[src/rtl/traffic_pkg.sv]
// Shared phase encodings and per-phase lamp patterns for the junction controller.
// The pedestrian phase is only reachable when PED_REQ_EN is defined.
package traffic_pkg;

  typedef logic [2:0] phase_t;

  localparam logic [2:0] ALL_RED   = 3'd0;
  localparam logic [2:0] RED_AMBER = 3'd1;
  localparam logic [2:0] GREEN     = 3'd2;
  localparam logic [2:0] AMBER     = 3'd3;
  localparam logic [2:0] PED_WALK  = 3'd4;

  typedef struct packed {
    logic r;
    logic a;
    logic g;
  } lamp_t;

  localparam lamp_t LAMP_ALL_RED   = 3'b100;
  localparam lamp_t LAMP_RED_AMBER = 3'b110;
  localparam lamp_t LAMP_GREEN     = 3'b001;
  localparam lamp_t LAMP_AMBER     = 3'b010;
  localparam lamp_t LAMP_PED_WALK  = 3'b100;

  // Lamp pattern shown on the active arm; unknown encodings fail safe to red.
  function automatic lamp_t lamp_of(input phase_t ph);
    lamp_t l;
    case (ph)
      RED_AMBER: l = LAMP_RED_AMBER;
      GREEN:     l = LAMP_GREEN;
      AMBER:     l = LAMP_AMBER;
      PED_WALK:  l = LAMP_PED_WALK;
      default:   l = LAMP_ALL_RED;
    endcase
    return l;
  endfunction

  function automatic int max_int(input int a, input int b);
    return (a > b) ? a : b;
  endfunction

endpackage

[src/rtl/traffic_rr_pick.sv]
// Round-robin next-arm picker: first requesting arm after cur (wrapping, cur last);
// with no demand at all it simply advances to cur+1.
module traffic_rr_pick #(
  parameter int N = 4,
  parameter int W = 2
) (
  input  logic [N-1:0] req,
  input  logic [W-1:0] cur,
  output logic [W-1:0] next_arm,
  output logic         any_req
);

  typedef logic [W:0] sum_t;
  localparam sum_t N_L = sum_t'(N);

  sum_t sum;

  // Scan from the farthest offset down so the nearest requesting arm wins.
  always_comb begin
    any_req = |req;
    sum     = {1'b0, cur} + sum_t'(1);
    if (sum >= N_L) sum = sum - N_L;
    next_arm = sum[W-1:0];
    for (int k = N; k >= 1; k--) begin
      sum = {1'b0, cur} + sum_t'(k);
      if (sum >= N_L) sum = sum - N_L;
      if (req[sum[W-1:0]]) next_arm = sum[W-1:0];
    end
  end

endmodule

[src/rtl/traffic_junction.sv]
// UK junction controller: one arm at a time through RA -> G -> A with all-red clearance.
// Optional pedestrian walk phase is built when PED_REQ_EN is defined.
module traffic_junction
  import traffic_pkg::*;
#(
  parameter int N_ARMS      = 4,
  parameter int T_ALLRED    = 2,
  parameter int T_RED_AMBER = 2,
  parameter int T_GREEN     = 4,
  parameter int T_GREEN_MAX = 8,
  parameter int T_AMBER     = 3,
  parameter int T_PED       = 6,
  localparam int ARM_W      = (N_ARMS > 1) ? $clog2(N_ARMS) : 1
) (
  input  logic              clk,
  input  logic              rst,
  input  logic [N_ARMS-1:0] car_req,
  input  logic              fault,
`ifdef PED_REQ_EN
  input  logic              ped_req,
  output logic              ped_walk,
`endif
  output logic [N_ARMS-1:0] red,
  output logic [N_ARMS-1:0] amber,
  output logic [N_ARMS-1:0] green,
  output logic [ARM_W-1:0]  active_arm,
  output logic [2:0]        phase
);

  localparam int T_MAX = max_int(max_int(max_int(T_ALLRED, T_RED_AMBER),
                                         max_int(T_GREEN_MAX, T_AMBER)), T_PED);
  localparam int CNT_W = $clog2(T_MAX) + 1;
  typedef logic [CNT_W-1:0] cnt_t;

  localparam cnt_t C_ALLRED = cnt_t'(T_ALLRED - 1);
  localparam cnt_t C_RA     = cnt_t'(T_RED_AMBER - 1);
  localparam cnt_t C_GREEN  = cnt_t'(T_GREEN - 1);
  localparam cnt_t C_GMAX   = cnt_t'(T_GREEN_MAX - 1);
  localparam cnt_t C_AMBER  = cnt_t'(T_AMBER - 1);
  localparam cnt_t C_PED    = cnt_t'(T_PED - 1);

  phase_t           phase_reg, phase_next;
  logic [ARM_W-1:0] arm_reg, arm_next;
  cnt_t             cnt_reg, cnt_next;
  cnt_t             age_reg, age_next;
  logic             ped_pending;
  logic [ARM_W-1:0] rr_next;
  logic             any_req;
  logic             cnt_zero, age_zero, own_req, conflict;

  traffic_rr_pick #(.N(N_ARMS), .W(ARM_W)) u_pick (
    .req      (car_req),
    .cur      (arm_reg),
    .next_arm (rr_next),
    .any_req  (any_req)
  );

  assign cnt_zero = (cnt_reg == '0);
  assign age_zero = (age_reg == '0);
  assign own_req  = car_req[arm_reg];
  // The picker only lands back on the active arm when that arm is the sole requester.
  assign conflict = (any_req && (rr_next != arm_reg)) || ped_pending;

  always_comb begin
    phase_next = phase_reg;
    arm_next   = arm_reg;
    cnt_next   = cnt_zero ? cnt_reg : cnt_reg - 1'b1;
    age_next   = age_zero ? age_reg : age_reg - 1'b1;
    case (phase_reg)
      ALL_RED: begin
        if (fault) begin
          cnt_next = C_ALLRED;
        end else if (cnt_zero) begin
          phase_next = RED_AMBER;
          arm_next   = rr_next;
          cnt_next   = C_RA;
        end
      end
      RED_AMBER: begin
        if (fault) begin
          phase_next = ALL_RED;
          cnt_next   = C_ALLRED;
        end else if (cnt_zero) begin
          phase_next = GREEN;
          cnt_next   = C_GREEN;
          age_next   = C_GMAX;
        end
      end
      GREEN: begin
        // Own-arm demand extends the green up to the maximum age.
        if (fault || (cnt_zero && conflict && (!own_req || age_zero))) begin
          phase_next = AMBER;
          cnt_next   = C_AMBER;
        end
      end
      AMBER: begin
        if (cnt_zero) begin
          if (ped_pending && !fault) begin
            phase_next = PED_WALK;
            cnt_next   = C_PED;
          end else begin
            phase_next = ALL_RED;
            cnt_next   = C_ALLRED;
          end
        end
      end
      PED_WALK: begin
        if (fault || cnt_zero) begin
          phase_next = ALL_RED;
          cnt_next   = C_ALLRED;
        end
      end
      default: begin
        phase_next = ALL_RED;
        cnt_next   = C_ALLRED;
      end
    endcase
  end

  always_ff @(posedge clk or posedge rst) begin
    if (rst) begin
      phase_reg <= ALL_RED;
      arm_reg   <= '0;
      cnt_reg   <= C_ALLRED;
      age_reg   <= C_GMAX;
    end else begin
      phase_reg <= phase_next;
      arm_reg   <= arm_next;
      cnt_reg   <= cnt_next;
      age_reg   <= age_next;
    end
  end

`ifdef PED_REQ_EN
  logic ped_pending_reg;

  // A new request wins over the clear, so a press during the walk is kept for next round.
  always_ff @(posedge clk or posedge rst) begin
    if (rst) begin
      ped_pending_reg <= 1'b0;
    end else if (ped_req) begin
      ped_pending_reg <= 1'b1;
    end else if (phase_next == PED_WALK && phase_reg != PED_WALK) begin
      ped_pending_reg <= 1'b0;
    end
  end

  assign ped_pending = ped_pending_reg;
  assign ped_walk    = (phase_reg == PED_WALK);
`else
  assign ped_pending = 1'b0;
`endif

  lamp_t lamp;
  assign lamp       = lamp_of(phase_reg);
  assign active_arm = arm_reg;
  assign phase      = phase_reg;

  genvar gi;
  generate
    for (gi = 0; gi < N_ARMS; gi++) begin : g_arm
      logic sel;
      assign sel       = (arm_reg == ARM_W'(gi));
      assign red[gi]   = sel ? lamp.r : 1'b1;
      assign amber[gi] = sel ? lamp.a : 1'b0;
      assign green[gi] = sel ? lamp.g : 1'b0;
    end
  endgenerate

endmodule
[config.mk]
export PLATFORM = sky130hd
export DESIGN_NAME = traffic_junction
export DESIGN_NICKNAME = d
export VERILOG_FILES = /design/src/rtl/traffic_pkg.sv /design/src/rtl/traffic_rr_pick.sv /design/src/rtl/traffic_junction.sv
export SDC_FILE = /design/constraint.sdc
export NUM_CORES = 1
export LEC_CHECK = 0
export CORE_UTILIZATION = 47
export CTS_BUF_LIST = sky130_fd_sc_hd__clkbuf_4
export DETAILED_ROUTE_END_ITERATION = 16
export GPL_TIMING_DRIVEN = 1
export PLACE_DENSITY = 0.78
export SLEW_MARGIN = 20
export SYNTH_ARGS = -nofsm -noshare
export SYNTH_HDL_FRONTEND = slang
export SYNTH_SLANG_ARGS = --single-unit
[constraint.sdc]
create_clock -name clk -period 2.2 [get_ports clk]
set_input_delay 0.44 -clock clk [delete_from_list [all_inputs] [get_ports clk]]
set_output_delay 0.44 -clock clk [all_outputs]
set_load 0.02 [all_outputs]
==> results.md <==
* Status: finished, final reports clean
* CTS clk-pin slew, worst paths at ~0.08 ns
* # setup viols final at 0
* Worst endpoint required time at between 2 and 2.5 ns
* Net Count, Synth at 142
* Die area at 0.002471 mm²
* Largest net degree at the start of global routing at 15
* MaxCap Viol Count at 0
* Site Rows at 16
* Maximum root-to-sink buffer count at 2
* Post-synth top flop: dfrtp_1
* Minimum clock period at just over 2 ns
* Seq cells post-synth at 12
* Hold Vio Cnt, Final at 0
* Non-filler instance count after layout at 191
* Layout area overhead at 34.50%
* Post-CTS setup buffer count at 0
* Post-DP HPWL at between 2 and 2.5 mm
* Iteration-0 DRC count of the detailed router at 30
* PwrDens at about 1400 mW/mm²
* CTS tree: done
* Crit-path most repeated cell: buf_4
* Core area at a little over 0.002 mm²
* Crit path launch type: input pin
* Crit path buffers/inverters at 3
* CP endpoint kind: register
* Ant diodes at 0
* Placed cell areas at ~0.0014 mm²
* PortBufs at 22
* Syn Inst Count at 128
* First-pass GRT wire length at 4.692 mm
* Max Freq at between 0.4 and 0.5 GHz
* DR WL/cell at between 10 and 15 µm
* Clock latency on the worst-skew pair at approximately 0.28 ns
* Synth Area per Inst at 8.358 µm²
* RSZ-0062 raised after global routing: false
* Num CTS Buffers at 3
* Synth warn at 0
* GRT Overall Usage at between 20% and 30%
* Initial Util at 52.39%
* Sink Count at 12
* LEAKAGE at ~0.7 nW
* Die Ht at between 40 and 50 µm
* TritonRoute pass-1 iters at 4
* Worst vdd ir at around 0.84 mV
* Synthesized cell area at between 0.001 and 0.0015 mm²
* Via count at about 1000
* Fillers at around 180
* Worst Path Arrival at 2.25 ns
* Worst Path Max Fanout at 5
* Post-CTS Hold Fix Bufs at 0
* Crit-path cells: clkdlybuf4s50_1 -> buf_4 -> nor2_1 -> buf_4 -> a21oi_1 -> o21ai_0 -> o311ai_1 -> a21oi_2 -> a2bb2oi_1
* Clock Skews at ~0.0036 ns
* Die extent in x at between 40 and 50 µm
* Total grt overflow at 0
* Htree depth at 1
* Seq. cell area at between 300 and 400 µm²
* Post-synth EDFFs at 0
* Post-synthesis sequential area ratio at 28.54%
* Placed Cells at roughly 190
* Synth cell types at 45
* Asr flop ratio synth at 100.0%
* GP Congestion at roughly 0.89
* DRC at 0
* Max Transition Viols Final at 0
* Clk root buf: clkbuf_4
* Design area at 0.001439 mm²
* DR vias/cell at between 5 and 6
* Nets at approximately 180
* Max incr delay on CP at 0.44 ns
* Crit-path slowest cell: clkdlybuf4s50_1
* Share of cells above drive strength 1 at around a fifth
* Critical path class: input pin to register
* Worst min-delay path class: input pin to asynchronous set/reset pin
* CP top delay family: compound AO/OA/AOI/OAI gates
* Routed WL at 2.735 mm
* IO Count at 24
* Number of global-route vias before repair at roughly 1100
* Multi-input combinational cell area at about 700 µm²
* Post-route ant nets at 0
* Antenna violations before repair at 0
* Total power at about 2.1 mW
* Tcrit/Tclk final at a little over nine tenths
## cell families after synthesis
logic type	count (synthesis)	share of synthesized area, %
compound gates	31	20.12
xor+xnor	2	1.638
fa+ha+maj	7	8.187
buf+inv	17	7.134
flops	12	28.54
mux	5	7.836
other cells	1	0.3505
simple gates	53	26.20
## per-layer routing
| layer | up-vias | GRT usage (%) | wire length (µm) |
|---|---|---|---|
| met1 | 492 | 28.85 | 1153 |
| met2 | 28 | 46.85 | 1459 |
| met3 | 4 | 4.012 | 87 |
| li1 | 522 | - | - |
| met5 | - | 0 | 0 |
| met4 | 0 | 6.190 | 35 |
## cell type report
cell class / count / share of cell area, %
clock buffer: 3 / 1.565
sequential: 12 / 21.39
clock inverter: 1 / 0.2609
timing repair buffer: 37 / 22.96
multi-input combinational: 99 / 48.35
inverter: 12 / 3.130
tap: 27 / 2.348
## final timing paths
check,slack [ns],from,end,cells past startpoint
worst min-delay path,0.47,rst,age_reg[3],2
max in group asynchronous,1.38,rst,age_reg[1],2
min in group clk,0.53,age_reg[2],age_reg[2],2
worst min register to register,0.53,age_reg[2],age_reg[2],2
worst max register to register,0.15,active_arm[0],cnt_reg[3],8
worst max-delay path,0.14,car_req[3],cnt_reg[2],9
## layout by cell type, fill, tap and decap left out, types with 2 or more instances in the layout
| cell | instances |
|---|---|
| nand3_1 | 2 |
| a21oi_1 | 7 |
| o221ai_1 | 2 |
| a211oi_1 | 2 |
| nand2_1 | 12 |
| nor2_1 | 11 |
| dlymetal6s2s_1 | 3 |
| xnor2_1 | 2 |
| nand3b_1 | 3 |
| clkdlybuf4s50_1 | 11 |
| a21o_1 | 2 |
| o21ai_0 | 5 |
| ha_1 | 7 |
| mux4_1 | 2 |
| mux2i_1 | 2 |
| or2_2 | 2 |
| dlygate4sd2_1 | 8 |
| or3_1 | 3 |
| nor3_1 | 3 |
| dfrtp_1 | 6 |
| buf_4 | 15 |
| dfrtp_2 | 2 |
| nand2b_1 | 2 |
| inv_1 | 12 |
| and2_1 | 8 |
| clkbuf_4 | 3 |
| dfstp_2 | 4 |
| o21a_1 | 2 |
## synthesized netlist by cell type, types with 2 or more instances
master | count | area share, %
mux2i_1 | 2 | 1.9
o221ai_1 | 2 | 1.6
o21a_1 | 2 | 1.4
dfstp_2 | 4 | 9.8
nand2_1 | 12 | 4.2
clkbuf_1 | 2 | 0.70
mux4_1 | 2 | 4.9
or2_2 | 2 | 1.2
nand2b_1 | 2 | 1.2
nor2_1 | 12 | 4.2
nand3_1 | 2 | 0.94
or3_1 | 3 | 1.8
dfrtp_1 | 8 | 19
xnor2_1 | 2 | 1.6
nand3b_1 | 3 | 2.1
a21o_1 | 2 | 1.4
ha_1 | 7 | 8.2
a211oi_1 | 2 | 1.4
and2_1 | 8 | 4.7
inv_1 | 12 | 4.2
o21ai_0 | 5 | 2.3
a21oi_1 | 7 | 3.3
nor3_1 | 3 | 1.4
## where the power goes
part	switching (mW)	internal (mW)	leakage (nW)
combinational	0.805	0.664	0.554
sequential	0.0911	0.362	0.139
clock	0.0788	0.0658	0.0154
total	0.975	1.09	0.708
## per-stage QoR
stage	setup TNS, ns	utilization, %	hold WS [ns]	worst slack [ns]
2_1_floorplan	0	-	0.3017	0.02530
3_3_place_gp	-0.07391	68.93	0.4994	-0.03791
3_5_place_dp	-0.4021	68.93	0.5199	-0.1643
4_1_cts	0	69.85	0.4750	0.01555
5_1_grt	0	70.47	0.5036	0.003216
6_report	0	70.47	0.4732	0.1395
## repair_timing
action                                  CTS  global route
resized for setup                         9             4
endpoints found under the setup margin    9             3
gates cloned                              0             0
(Power assumes the default switching activity.)
==> edit, RTL diff (config.mk and constraints unchanged) <==
Put a register stage on the output `green`, with the module's reset. The value now appears one clock later. The other outputs are not delayed to match.
--- a/src/rtl/traffic_junction.sv
+++ b/src/rtl/traffic_junction.sv
@@ -38,6 +38,8 @@
   localparam cnt_t C_GMAX   = cnt_t'(T_GREEN_MAX - 1);
   localparam cnt_t C_AMBER  = cnt_t'(T_AMBER - 1);
   localparam cnt_t C_PED    = cnt_t'(T_PED - 1);
+
+  logic [N_ARMS-1:0] green_d;
 
   phase_t           phase_reg, phase_next;
   logic [ARM_W-1:0] arm_reg, arm_next;
@@ -163,8 +165,16 @@
       assign sel       = (arm_reg == ARM_W'(gi));
       assign red[gi]   = sel ? lamp.r : 1'b1;
       assign amber[gi] = sel ? lamp.a : 1'b0;
-      assign green[gi] = sel ? lamp.g : 1'b0;
+      assign green_d[gi] = sel ? lamp.g : 1'b0;
     end
   endgenerate
 
+  always_ff @(posedge clk or posedge rst) begin
+    if (rst) begin
+      green <= '0;
+    end else begin
+      green <= green_d;
+    end
+  end
+
 endmodule
Check against the original RTL: not equivalent (Yosys sat finds a counterexample within 10 cycles, from zero or initial values and one cycle with rst high).
==> edit against the original RTL <==
Critical endpoint is now red[0]; final area up 4.2%; synthesized area rose by 8.1%; maximum frequency shrank 0.98%; sequential cell count rose by 4; power shrank 1.6%; largest power group unchanged; count of clock-buffer cells in the layout unchanged; highest routed layer unchanged; wire length down 12%; largest cell class unchanged; worst setup slack got worse by 0.020 ns.
==> edit: results (changes against the original RTL) <==
The combinational family with the most area after synthesis was simple AND/OR/NAND/NOR gates. The share of flip-flops with an asynchronous set or reset after synthesis works out to 100% (unchanged). The maximum fanout encountered on the critical timing path was 4 (-1); the transition time of the tightest slew-check pin was 0.581 ns. The maximum number of pins on one net before global-route repair is 17 (+2), and the post-CTS setup repair buffer count is 0 (unchanged).

Worst voltage drop across the vdd grid: 0.980 mV (+16%). Number of fill cells in the layout: 206 (+16%). Per-cell via count in the routed design: 5.38 (-1.8%). Count of antenna diodes in the layout: 0 (unchanged).

The average routed wire per standard cell came out at 12.7 um (-11%). The proportion of synthesized area in mux cells was 8.44% (+0.61 points); the area fraction in compound gates after synthesis was 15.5% (-4.6 points). The net count after synthesis was 142 (unchanged); the detailed-placement wirelength estimate was 1.96 mm (-11%). The arrival time of data at the critical path endpoint is 1.64 ns (-0.61 ns), and the static power due to leakage is 0.700 nW (-1.1%). For the final weighted congestion of routability-driven global placement, the log shows 0.813 (-8.2%).

Count of routing violations after the opening detailed-route iteration: 24 (-20%). The class of the most critical hold timing path is flip-flop to flip-flop. Clock tree synthesis selected as its root buffer the cell clkbuf_4. Wire length of the first global-routing pass: 4.27 mm (-9.0%).

The clock slew seen by the registers of the worst setup and hold paths was 0.09 ns; the via count of the first global-routing pass was 1020 (-4.1%). The number of warnings printed during yosys synthesis is 0 (unchanged). The share of the synthesized netlist area taken by xor and xnor gates is 1.52% (-0.12 points), and the total global-route track usage is 21.7% (-3.2 points). The tools report the maximum level of the CTS H-tree as 1 (unchanged). Sorting the synthesized cells by area gives the leading types as dfrtp_1 26%, dfstp_2 9.1%, ha_1 7.6%. The initial antenna violation count is 0 (unchanged), and the number of search-and-repair iterations in the first detailed-routing pass is 4 (unchanged). The fraction of final layout cells with drive strength greater than 1 is 18.0% (-2.1 points). The number of distinct standard cells referenced by the synthesized netlist is 39 (-13%), and the number of buffers between clock root and the deepest sink is 2 (unchanged).

The number of nets at the end of the flow was 176 (-1.7%). The port buffer count is 22 (unchanged), and the clock skew after layout is 0.00683 ns (+0.00320 ns). The flow ran to the end, and the final reports show no timing, DRC or antenna violations. The post-synthesis share of cell area spent on full adders, half adders and majority gates was 7.58% (-0.61 points). By count the netlist is led by 13 x nand2_1, 12 x dfrtp_1, 10 x and2_1, 10 x inv_1. The run gives 3 (unchanged) as the number of buffers inserted during clock tree synthesis.

For the clock latency at the later pin of the worst-skew pair, the log shows 0.28 ns (about the same). The sequential fraction of the synthesis area was 35.1% (+6.5 points).
## edit: final cells by class
type                    instances  share of cell area [%]
multi-input cells              98                    45.6
flip-flops and latches         16                    27.1
repair buffers                 33                    20.7
inverters                      10                    2.50
well taps                      28                    2.34
clock buffers                   3                    1.50
clock inverters                 1                   0.250
## edit: metal layers
metal | GRT usage [%] | wire length, um
met1 | 23.3 | 1080
met3 | 2.92 | 66
met4 | 10.8 | 63
met5 | 0 | 0
met2 | 40.9 | 1200
## edit: cells by family after synthesis
family / count (synthesis)
multiplexers: 7
other: 1
flip-flops: 16
buffers and inverters: 14
AO/OA/AOI/OAI: 26
adder cells (fa/ha/maj): 7
XOR/XNOR: 2
AND/OR/NAND/NOR: 55
## edit: per-stage QoR
step                      total power [mW]  setup WS [ns]  utilization [%]  cells  area, sq um
after global placement                1.85       -0.00661             65.0    185         1470
after floorplan                       1.48         0.0471                -    128         1160
after detailed placement              1.90        -0.0823             65.0    185         1470
final                                 2.03          0.119             66.5    189         1500
after CTS                             2.05        0.00316             66.0    189         1490
after global routing                  2.22        0.00592             66.5    189         1500
## edit: timing repair
action,in CTS,in global routing
hold endpoints to repair,0,0
hold buffers,0,0
resized for setup,2,6
setup endpoints to repair,2,7
## edit: worst max-delay path: stages, from the launching register on
cell             delay, ns
dfrtp_2               0.39
inv_1                 0.06
ha_1                  0.23
nand2_1               0.07
clkdlybuf4s50_1       0.60
## edit: where the power goes
part           switching [mW]  internal, mW
Clock                  0.0848        0.0658
Combinational           0.683         0.632
Sequential              0.125         0.444
## edit: worst paths after layout
| kind | startpoint | end | slack (ns) | cells past startpoint |
|---|---|---|---|---|
| worst max-delay path | active_arm[0]$_DFFE_PP0P_ | red[0] | 0.12 | 4 |
| max in group asynchronous | rst | active_arm[0]$_DFFE_PP0P_ | 1.28 | 2 |
| worst min-delay path | age_reg[1]$_DFF_PP1_ | age_reg[1]$_DFF_PP1_ | 0.50 | 2 |
| worst min register to register | age_reg[1]$_DFF_PP1_ | age_reg[1]$_DFF_PP1_ | 0.50 | 2 |
| min in group asynchronous | rst | green[1]$_DFF_PP0_ | 0.51 | 2 |
| worst max register to register | active_arm[0]$_DFFE_PP0P_ | phase[0]$_DFFE_PP0P_ | 0.19 | 9 |
